--- config.mk ---
export PLATFORM = sky130hd
export DESIGN_NAME = cnn_quad_job_master_flat
export DESIGN_NICKNAME = d
export VERILOG_FILES = /design/src/rtl/cnn_quad_job_master_if.sv /design/src/rtl/cnn_quad_job_master.sv /design/src/flat_wrapper.sv
export SDC_FILE = /design/constraint.sdc
export NUM_CORES = 1
export LEC_CHECK = 0
export CORE_MARGIN = 4
export CORE_UTILIZATION = 38
export CTS_BUF_LIST = sky130_fd_sc_hd__clkbuf_4 sky130_fd_sc_hd__clkbuf_8 sky130_fd_sc_hd__clkbuf_16
export DETAILED_ROUTE_END_ITERATION = 7
export PLACE_DENSITY_LB_ADDON = 0.2
export SYNTH_ARGS = -nofsm -noshare
export SYNTH_HDL_FRONTEND = slang
export SYNTH_SLANG_ARGS = --single-unit
--- constraint.sdc ---
create_clock -name clk_if -period 2.8 [get_ports clk_if]
set_input_delay 0.42 -clock clk_if [delete_from_list [all_inputs] [get_ports clk_if]]
set_output_delay 0.42 -clock clk_if [all_outputs]
set_load 0.01 [all_outputs]
--- src/rtl/cnn_quad_job_master_if.sv ---
// -----------------------------------------------------------------------------
// cnn_quad_job_master_if
// Bundles every handshake and data signal between the job master, the host
// command/result ports, the DMA fetch control and the quad job/result port.
//
// Modports:
//   master : the job master's view (drives cmd_ready, job_*, fetch_go,
//            result_accept, res_*, done, err_*)
//   slave  : the environment's view (host, DMA and quad together)
// -----------------------------------------------------------------------------
interface cnn_quad_job_master_if #(
    parameter int C_RESULT_WIDTH = 16
);
    // host command port
    logic                      cmd_valid;
    logic                      cmd_ready;
    logic [127:0]              cmd_params;
    logic [31:0]               cmd_num_results;
    // quad job handshake
    logic                      job_start;
    logic                      job_accept;
    logic [127:0]              job_parameters;
    logic                      job_fetch_request;
    logic                      job_fetch_ack;
    logic                      job_fetch_complete;
    logic                      job_complete;
    logic                      job_complete_ack;
    // DMA control
    logic                      fetch_go;
    logic                      fetch_done;
    // quad result stream
    logic                      result_valid;
    logic                      result_accept;
    logic [C_RESULT_WIDTH-1:0] result_data;
    // host result stream and status
    logic                      res_valid;
    logic                      res_ready;
    logic [C_RESULT_WIDTH-1:0] res_data;
    logic                      done;
    logic                      err_timeout;
    logic                      err_overrun;

    modport master (
        input  cmd_valid, cmd_params, cmd_num_results,
        input  job_accept, job_fetch_request, job_complete,
        input  fetch_done, result_valid, result_data, res_ready,
        output cmd_ready, job_start, job_parameters, job_fetch_ack,
        output job_fetch_complete, job_complete_ack, fetch_go,
        output result_accept, res_valid, res_data, done,
        output err_timeout, err_overrun
    );

    modport slave (
        output cmd_valid, cmd_params, cmd_num_results,
        output job_accept, job_fetch_request, job_complete,
        output fetch_done, result_valid, result_data, res_ready,
        input  cmd_ready, job_start, job_parameters, job_fetch_ack,
        input  job_fetch_complete, job_complete_ack, fetch_go,
        input  result_accept, res_valid, res_data, done,
        input  err_timeout, err_overrun
    );
endinterface

--- src/rtl/cnn_quad_job_master.sv ---
// -----------------------------------------------------------------------------
// cnn_quad_job_master
// Initiator for the quad job/result protocol. Takes one host descriptor at a
// time, runs start/accept, one or more fetch request/ack/complete episodes and
// the complete/ack handshake, while forwarding quad results to the host
// through a 2-entry skid buffer and counting them against the job target.
//
// Ports:
//   clk_if : interface clock
//   rst    : asynchronous reset, active low
//   bus    : cnn_quad_job_master_if.master (host cmd, quad job, DMA control,
//            result streams, done/error status)
// -----------------------------------------------------------------------------
module cnn_quad_job_master #(
    parameter int C_RESULT_WIDTH   = 16,
    parameter int C_ACCEPT_TIMEOUT = 1024
) (
    input  logic                         clk_if,
    input  logic                         rst,
    cnn_quad_job_master_if.master        bus
);

    typedef enum logic [2:0] {
        S_IDLE,
        S_START,
        S_FETCH_WAIT,
        S_FETCH,
        S_RUN,
        S_DONE
    } state_t;

    // Timer value in the last START cycle before giving up.
    localparam logic [31:0] LP_TIMEOUT_LAST = 32'(C_ACCEPT_TIMEOUT - 1);
    localparam logic        LP_TIMEOUT_EN   = (C_ACCEPT_TIMEOUT != 0);

    state_t                    r_state;
    state_t                    w_state_next;

    logic [127:0]              r_job_parameters;
    logic [31:0]               r_res_target;
    logic [31:0]               r_res_cnt;
    logic [31:0]               r_acc_timer;
    logic                      r_err_timeout;
    logic                      r_err_overrun;
    logic                      r_fetch_ack;
    logic                      r_fetch_complete;
    logic                      r_complete_ack;

    logic                      w_cmd_take;
    logic                      w_timeout_hit;
    logic                      w_fetch_ack_next;
    logic                      w_fetch_complete_next;
    logic                      w_complete_ack_next;

    // skid buffer
    logic [C_RESULT_WIDTH-1:0] r_head;
    logic [C_RESULT_WIDTH-1:0] r_tail;
    logic [1:0]                r_count;
    logic                      r_result_accept;
    logic [1:0]                w_count_next;
    logic                      w_push;
    logic                      w_pop;

    // -------------------------------------------------------------------------
    // FSM
    // -------------------------------------------------------------------------
    always_ff @(posedge clk_if or negedge rst) begin
        if (!rst) begin
            r_state          <= S_IDLE;
            r_fetch_ack      <= 1'b0;
            r_fetch_complete <= 1'b0;
            r_complete_ack   <= 1'b0;
        end else begin
            r_state          <= w_state_next;
            r_fetch_ack      <= w_fetch_ack_next;
            r_fetch_complete <= w_fetch_complete_next;
            r_complete_ack   <= w_complete_ack_next;
        end
    end

    always_comb begin
        w_state_next          = r_state;
        w_cmd_take            = 1'b0;
        w_timeout_hit         = 1'b0;
        w_fetch_ack_next      = 1'b0;
        w_fetch_complete_next = 1'b0;
        w_complete_ack_next   = 1'b0;
        case (r_state)
            S_IDLE: begin
                if (bus.cmd_valid) begin
                    w_cmd_take   = 1'b1;
                    w_state_next = S_START;
                end
            end
            S_START: begin
                if (bus.job_accept) begin
                    w_state_next = S_FETCH_WAIT;
                end else if (LP_TIMEOUT_EN && (r_acc_timer == LP_TIMEOUT_LAST)) begin
                    // Abort goes through DONE so the done pulse and the
                    // return of cmd_ready look the same as a normal finish.
                    w_timeout_hit = 1'b1;
                    w_state_next  = S_DONE;
                end
            end
            S_FETCH_WAIT: begin
                if (bus.job_fetch_request) begin
                    w_fetch_ack_next = 1'b1;
                    w_state_next     = S_FETCH;
                end
            end
            S_FETCH: begin
                if (bus.fetch_done) begin
                    w_fetch_complete_next = 1'b1;
                    w_state_next          = S_RUN;
                end
            end
            S_RUN: begin
                // A new fetch request wins over a simultaneous job_complete;
                // the complete level is re-examined after that fetch ends.
                if (bus.job_fetch_request) begin
                    w_fetch_ack_next = 1'b1;
                    w_state_next     = S_FETCH;
                end else if (bus.job_complete && (r_res_cnt >= r_res_target) &&
                             (r_count == 2'd0)) begin
                    w_complete_ack_next = 1'b1;
                    w_state_next        = S_DONE;
                end
            end
            S_DONE: begin
                w_state_next = S_IDLE;
            end
            default: begin
                w_state_next = S_IDLE;
            end
        endcase
    end

    // -------------------------------------------------------------------------
    // Job registers, accept timer and status flags
    // -------------------------------------------------------------------------
    always_ff @(posedge clk_if or negedge rst) begin
        if (!rst) begin
            r_job_parameters <= '0;
            r_res_target     <= '0;
            r_acc_timer      <= '0;
            r_err_timeout    <= 1'b0;
        end else begin
            if (w_cmd_take) begin
                r_job_parameters <= bus.cmd_params;
                r_res_target     <= bus.cmd_num_results;
                r_acc_timer      <= '0;
                r_err_timeout    <= 1'b0;
            end else begin
                if ((r_state == S_START) && (r_acc_timer != '1)) begin
                    r_acc_timer <= r_acc_timer + 32'd1;
                end
                if (w_timeout_hit) begin
                    r_err_timeout <= 1'b1;
                end
            end
        end
    end

    // Result counter keeps running in IDLE so late words of a finished job
    // are still flagged as overrun.
    always_ff @(posedge clk_if or negedge rst) begin
        if (!rst) begin
            r_res_cnt     <= '0;
            r_err_overrun <= 1'b0;
        end else if (w_cmd_take) begin
            r_res_cnt     <= '0;
            r_err_overrun <= 1'b0;
        end else if (w_push) begin
            if (r_res_cnt == r_res_target) begin
                r_err_overrun <= 1'b1;
            end
            if (r_res_cnt != '1) begin
                r_res_cnt <= r_res_cnt + 32'd1;
            end
        end
    end

    // -------------------------------------------------------------------------
    // 2-entry skid buffer: head feeds the host, tail catches the word that
    // arrives while the head is stalled.
    // -------------------------------------------------------------------------
    assign w_push       = bus.result_valid & r_result_accept;
    assign w_pop        = (r_count != 2'd0) & bus.res_ready;
    assign w_count_next = r_count + {1'b0, w_push} - {1'b0, w_pop};

    always_ff @(posedge clk_if or negedge rst) begin
        if (!rst) begin
            r_head          <= '0;
            r_tail          <= '0;
            r_count         <= 2'd0;
            r_result_accept <= 1'b0;
        end else begin
            r_count         <= w_count_next;
            r_result_accept <= (w_count_next != 2'd2);
            if (w_push && ((r_count == 2'd0) || ((r_count == 2'd1) && w_pop))) begin
                r_head <= bus.result_data;
            end else if (w_pop && (r_count == 2'd2)) begin
                r_head <= r_tail;
            end
            if (w_push && (r_count == 2'd1) && !w_pop) begin
                r_tail <= bus.result_data;
            end
        end
    end

    // -------------------------------------------------------------------------
    // Outputs
    // -------------------------------------------------------------------------
    assign bus.cmd_ready          = (r_state == S_IDLE);
    assign bus.job_start          = (r_state == S_START);
    assign bus.done               = (r_state == S_DONE);
    assign bus.job_parameters     = r_job_parameters;
    assign bus.job_fetch_ack      = r_fetch_ack;
    assign bus.fetch_go           = r_fetch_ack;
    assign bus.job_fetch_complete = r_fetch_complete;
    assign bus.job_complete_ack   = r_complete_ack;
    assign bus.result_accept      = r_result_accept;
    assign bus.res_valid          = (r_count != 2'd0);
    assign bus.res_data           = r_head;
    assign bus.err_timeout        = r_err_timeout;
    assign bus.err_overrun        = r_err_overrun;

endmodule

--- src/flat_wrapper.sv ---
// flat-port wrapper written by rule: the top's interface ports become plain ports
module cnn_quad_job_master_flat 
#(
    parameter int C_RESULT_WIDTH   = 16,
    parameter int C_ACCEPT_TIMEOUT = 1024
)
  (clk_if, rst, bus_cmd_valid, bus_cmd_params, bus_cmd_num_results, bus_job_accept, bus_job_fetch_request, bus_job_complete, bus_fetch_done, bus_result_valid, bus_result_data, bus_res_ready, bus_cmd_ready, bus_job_start, bus_job_parameters, bus_job_fetch_ack, bus_job_fetch_complete, bus_job_complete_ack, bus_fetch_go, bus_result_accept, bus_res_valid, bus_res_data, bus_done, bus_err_timeout, bus_err_overrun);
  cnn_quad_job_master_if #(.C_RESULT_WIDTH(C_RESULT_WIDTH)) bus_i ();
  input  logic clk_if;
  input  logic rst;
  input wire logic [$bits(bus_i.cmd_valid)-1:0] bus_cmd_valid;
  input wire logic [$bits(bus_i.cmd_params)-1:0] bus_cmd_params;
  input wire logic [$bits(bus_i.cmd_num_results)-1:0] bus_cmd_num_results;
  input wire logic [$bits(bus_i.job_accept)-1:0] bus_job_accept;
  input wire logic [$bits(bus_i.job_fetch_request)-1:0] bus_job_fetch_request;
  input wire logic [$bits(bus_i.job_complete)-1:0] bus_job_complete;
  input wire logic [$bits(bus_i.fetch_done)-1:0] bus_fetch_done;
  input wire logic [$bits(bus_i.result_valid)-1:0] bus_result_valid;
  input wire logic [$bits(bus_i.result_data)-1:0] bus_result_data;
  input wire logic [$bits(bus_i.res_ready)-1:0] bus_res_ready;
  output wire logic [$bits(bus_i.cmd_ready)-1:0] bus_cmd_ready;
  output wire logic [$bits(bus_i.job_start)-1:0] bus_job_start;
  output wire logic [$bits(bus_i.job_parameters)-1:0] bus_job_parameters;
  output wire logic [$bits(bus_i.job_fetch_ack)-1:0] bus_job_fetch_ack;
  output wire logic [$bits(bus_i.job_fetch_complete)-1:0] bus_job_fetch_complete;
  output wire logic [$bits(bus_i.job_complete_ack)-1:0] bus_job_complete_ack;
  output wire logic [$bits(bus_i.fetch_go)-1:0] bus_fetch_go;
  output wire logic [$bits(bus_i.result_accept)-1:0] bus_result_accept;
  output wire logic [$bits(bus_i.res_valid)-1:0] bus_res_valid;
  output wire logic [$bits(bus_i.res_data)-1:0] bus_res_data;
  output wire logic [$bits(bus_i.done)-1:0] bus_done;
  output wire logic [$bits(bus_i.err_timeout)-1:0] bus_err_timeout;
  output wire logic [$bits(bus_i.err_overrun)-1:0] bus_err_overrun;
  assign bus_i.cmd_valid = bus_cmd_valid;
  assign bus_i.cmd_params = bus_cmd_params;
  assign bus_i.cmd_num_results = bus_cmd_num_results;
  assign bus_i.job_accept = bus_job_accept;
  assign bus_i.job_fetch_request = bus_job_fetch_request;
  assign bus_i.job_complete = bus_job_complete;
  assign bus_i.fetch_done = bus_fetch_done;
  assign bus_i.result_valid = bus_result_valid;
  assign bus_i.result_data = bus_result_data;
  assign bus_i.res_ready = bus_res_ready;
  assign bus_cmd_ready = bus_i.cmd_ready;
  assign bus_job_start = bus_i.job_start;
  assign bus_job_parameters = bus_i.job_parameters;
  assign bus_job_fetch_ack = bus_i.job_fetch_ack;
  assign bus_job_fetch_complete = bus_i.job_fetch_complete;
  assign bus_job_complete_ack = bus_i.job_complete_ack;
  assign bus_fetch_go = bus_i.fetch_go;
  assign bus_result_accept = bus_i.result_accept;
  assign bus_res_valid = bus_i.res_valid;
  assign bus_res_data = bus_i.res_data;
  assign bus_done = bus_i.done;
  assign bus_err_timeout = bus_i.err_timeout;
  assign bus_err_overrun = bus_i.err_overrun;
  cnn_quad_job_master #(.C_RESULT_WIDTH(C_RESULT_WIDTH), .C_ACCEPT_TIMEOUT(C_ACCEPT_TIMEOUT)) u_core (.clk_if(clk_if), .rst(rst), .bus(bus_i));
endmodule
==> results.cfg <==
[final_layout]
n_antenna_cell = 0
final_common_cell = nand2_1
stdcell_count = 2095
final_cell_mix = nand2_1, clkdlybuf4s50_1, dfrtp_1, o21ai_0, a21oi_1
area_delta_synth_final_pct = 40.78
final_layout_size_suffix_gt1_share_pct = 6.675
final_area_sq_mm = 0.01725
nets = 1893

[global_routing]
overflow = 0
antenna_found_initial = 4
grt_use_total_pct = 19.74
grt_pass1_vias = 10600
grt_start_max_net_pins = 150
grt_pass1_wl_um = 57430

[cts]
cts_resized = 0
clockBufferDepth = 3
htree_num_levels = 1
cts.sinks = 267
hold_buffers = 1
cts_root_buffer = clkbuf_16
tritoncts = built
worstSkewPairLatency_ps = 570
clk_pin_slew_ps = 60
cts_made_buffers = 31
post_cts_buffers = 0

[min_path]
worst_hold_path.num_cells = 3
hold_path.class = in -> reg
min_from = bus_cmd_params[118]
holdPathEnd = u_core.bus.job_parameters[118]

[power]
leakage_uw = 0.007878
pwr-share-seq_pct = 36.8
p_per_area_mw_per_mm2 = 956.7
combPwrFrac_pct = 37.2
ir_drop_mv = 0.6262
power.internal_uw = 10930
netSwitchingPower_uw = 5573
sw_frac_of_total_pct = 33.76
p_total_uw = 16510
clkPwrFrac_pct = 26.0

[detailed_routing]
ant_nets = 0
via_per_inst = 5.044
firstDrtPassIters = 5
drt-initial-drc-count = 511
drc = 0
vias = 10570
routedWlPerCell_um = 17.13
drt-total-wl_um = 35890

[synthesis]
syn_nets = 1560
syn_avg_cell_area_sq_um = 9.153
synth_cell_type_count = 64
syn_inst = 1339
synth_top_flop_cell = dfrtp_1
synth_seq_cells = 267
synth_area_sq_mm = 0.01226
synth_seq_area_share_pct = 54.52
synthArstFlopShare_pct = 100.0
synth_edf_count = 0
yosysWarnings = 0

[status]
status = completed

[placement]
post-dp-hpwl_um = 25200
numPortBuffers = 339
placed_cell_area_sq_mm = 0.01615
numPlacedInstances = 2040
gp_congestion = 0.7976

[timing]
setup_viol = 0
worst_slew_pin_slew_ps = 1133
max_freq_mhz = 383.9
rsz0062_at_grt = false
tns_ps = 0
period_minus_slack_ps = 2605
slew_viol_final = 0
fin_worst_skew_ps = 21.05
slew_headroom_pct = 24.19
fin_crit_sh_pct = 93.03
hold_viol_final = 0

[die]
dieArea_sq_mm = 0.03519
ios = 340
initial_core_util_pct = 38.64
die_x_um = 187.6
die_h_um = 187.6
rows = 65
coreArea_sq_mm = 0.03172

[worst_setup_path]
required_ps = 2380
start_kind = flip-flop
r2r_cells = 6
worst-path-max-fanout = 14
rrSetupSlack_ps = 300
cp-end-kind = output port
r2r-end = u_core.r_acc_timer[22]
r2r_start = u_core.r_acc_timer[0]
worstPathArrival_ps = 2180
crit_type = reg -> out

[flow_run]
cap_violations = 0
worst max path at each step:
stage	start	end	slack [ps]
3_3_place_gp	bus_cmd_valid	u_core.r_res_cnt[21]	270
6_report	u_core.r_state[1]	bus_job_start	200
2_1_floorplan	u_core.r_res_cnt[14]	u_core.r_state[0]	790
3_5_place_dp	bus_cmd_valid	u_core.r_res_cnt[29]	240
4_1_cts	u_core.r_state[1]	bus_job_start	160
5_1_grt	u_core.r_state[1]	bus_job_start	50
stage by stage:
| stage | setup slack, ps | hold slack (ps) | util (%) |
|---|---|---|---|
| floorplan | 785.9 | 124.4 | - |
| global placement | 268.3 | 446.5 | 50.93 |
| detailed placement | 236.3 | 445.2 | 50.93 |
| CTS | 159.7 | 338.2 | 54.39 |
| global route | 49.79 | 342.7 | 54.39 |
| finish | 195.2 | 369.0 | 54.39 |
registers in the layout, summed over array words and instances, names as in the netlist:
name and flops:
u_core.bus.job_complete_ack 1, u_core.r_res_cnt 32, u_core.bus.err_timeout 1, u_core.bus.fetch_go 1
u_core.bus.result_accept 1, u_core.bus.job_parameters 128, u_core.r_state 3, u_core.bus.job_fetch_complete 1
u_core.r_tail 16, u_core.bus.res_data 16, u_core.r_count 2, u_core.bus.err_overrun 1
u_core.r_res_target 32, u_core.r_acc_timer 32
cell type report:
cell class | count | area (sq um)
Clock buffer | 44 | 917.1
Sequential cell | 267 | 6681
Timing Repair Buffer | 362 | 3636
Clock inverter | 10 | 172.7
Inverter | 46 | 172.7
Fill cell | 2873 | 14470
Multi-Input combinational cell | 964 | 5170
Tap cell | 402 | 503.0
logic make-up (layout without fill, tap and decap cells):
logic type / Yosys count / after routing / synth area share [%]
XOR/XNOR: 8 / 8 / 0.5717
multiplexers: 24 / 24 / 2.134
AND/OR/NAND/NOR: 690 / 690 / 24.85
adder cells (fa/ha/maj): 36 / 36 / 3.675
buffers and inverters: 108 / 462 / 3.491
flip-flops: 267 / 267 / 54.52
AO/OA/AOI/OAI: 206 / 206 / 10.76
metal layers:
layer | global-route usage [%] | up-vias | share of wire [%]
met4 | 5.872 | 8 | 3.2
met2 | 32.88 | 305 | 48
met1 | 24.05 | 4975 | 41
li1 | - | 5207 | -
met3 | 7.316 | 72 | 8.6
met5 | 0 | - | 0.10
cell usage after synthesis (2+ instances only):
cell type    n  area (sq um)
and4_1      11         96.34
o31a_1       2         17.52
or2_2        2         12.51
a21oi_1     61         305.3
buf_4        2         15.01
nand4_1     20         125.1
nor2_1      28         105.1
a31o_2       3         26.28
nor4_2       4         50.05
o211ai_1     3         22.52
inv_1       46         172.7
dfrtp_1    267          6681
clkbuf_1    51         191.4
mux2_2      17         191.4
buf_2        5         25.02
a41o_1       2         20.02
nand3_1     26         130.1
o21ai_0     64         320.3
and2_1       4         25.02
and3_1       9         56.30
nor2b_1      3         18.77
nand4_2      2         25.02
o31ai_1     16         120.1
or3_1       27         168.9
a2111o_1     2         22.52
nand2_1    505          1896
nor3_1       7         35.03
nand2b_1    11         68.82
mux2i_1      7         70.07
o2111ai_1    3         26.28
a22oi_1     16         120.1
o41ai_2      2         32.53
a31oi_1      7         43.79
ha_1        36         450.4
nor4_1      10         62.56
xnor2_1      7         61.31
or4_1       17         127.6
a2111oi_0    2         17.52
buf_1        2         7.510
o21a_1       6         45.04
critical path: stages, from the launching register on:
cell	delay, ps
dfrtp_1	530
nor2_1	150
nand2_1	130
inv_1	210
clkdlybuf4s50_1	600
power by group through the flow:
stage	Clock (uW)	Combinational (uW)	Sequential [uW]
2_1_floorplan	0	2530	6440
3_3_place_gp	0	6120	6070
3_5_place_dp	0	6250	6120
4_1_cts	4400	6290	6090
5_1_grt	4570	6840	6270
6_report	4280	6150	6070
No activity file was read; power rests on OpenSTA's default activity.
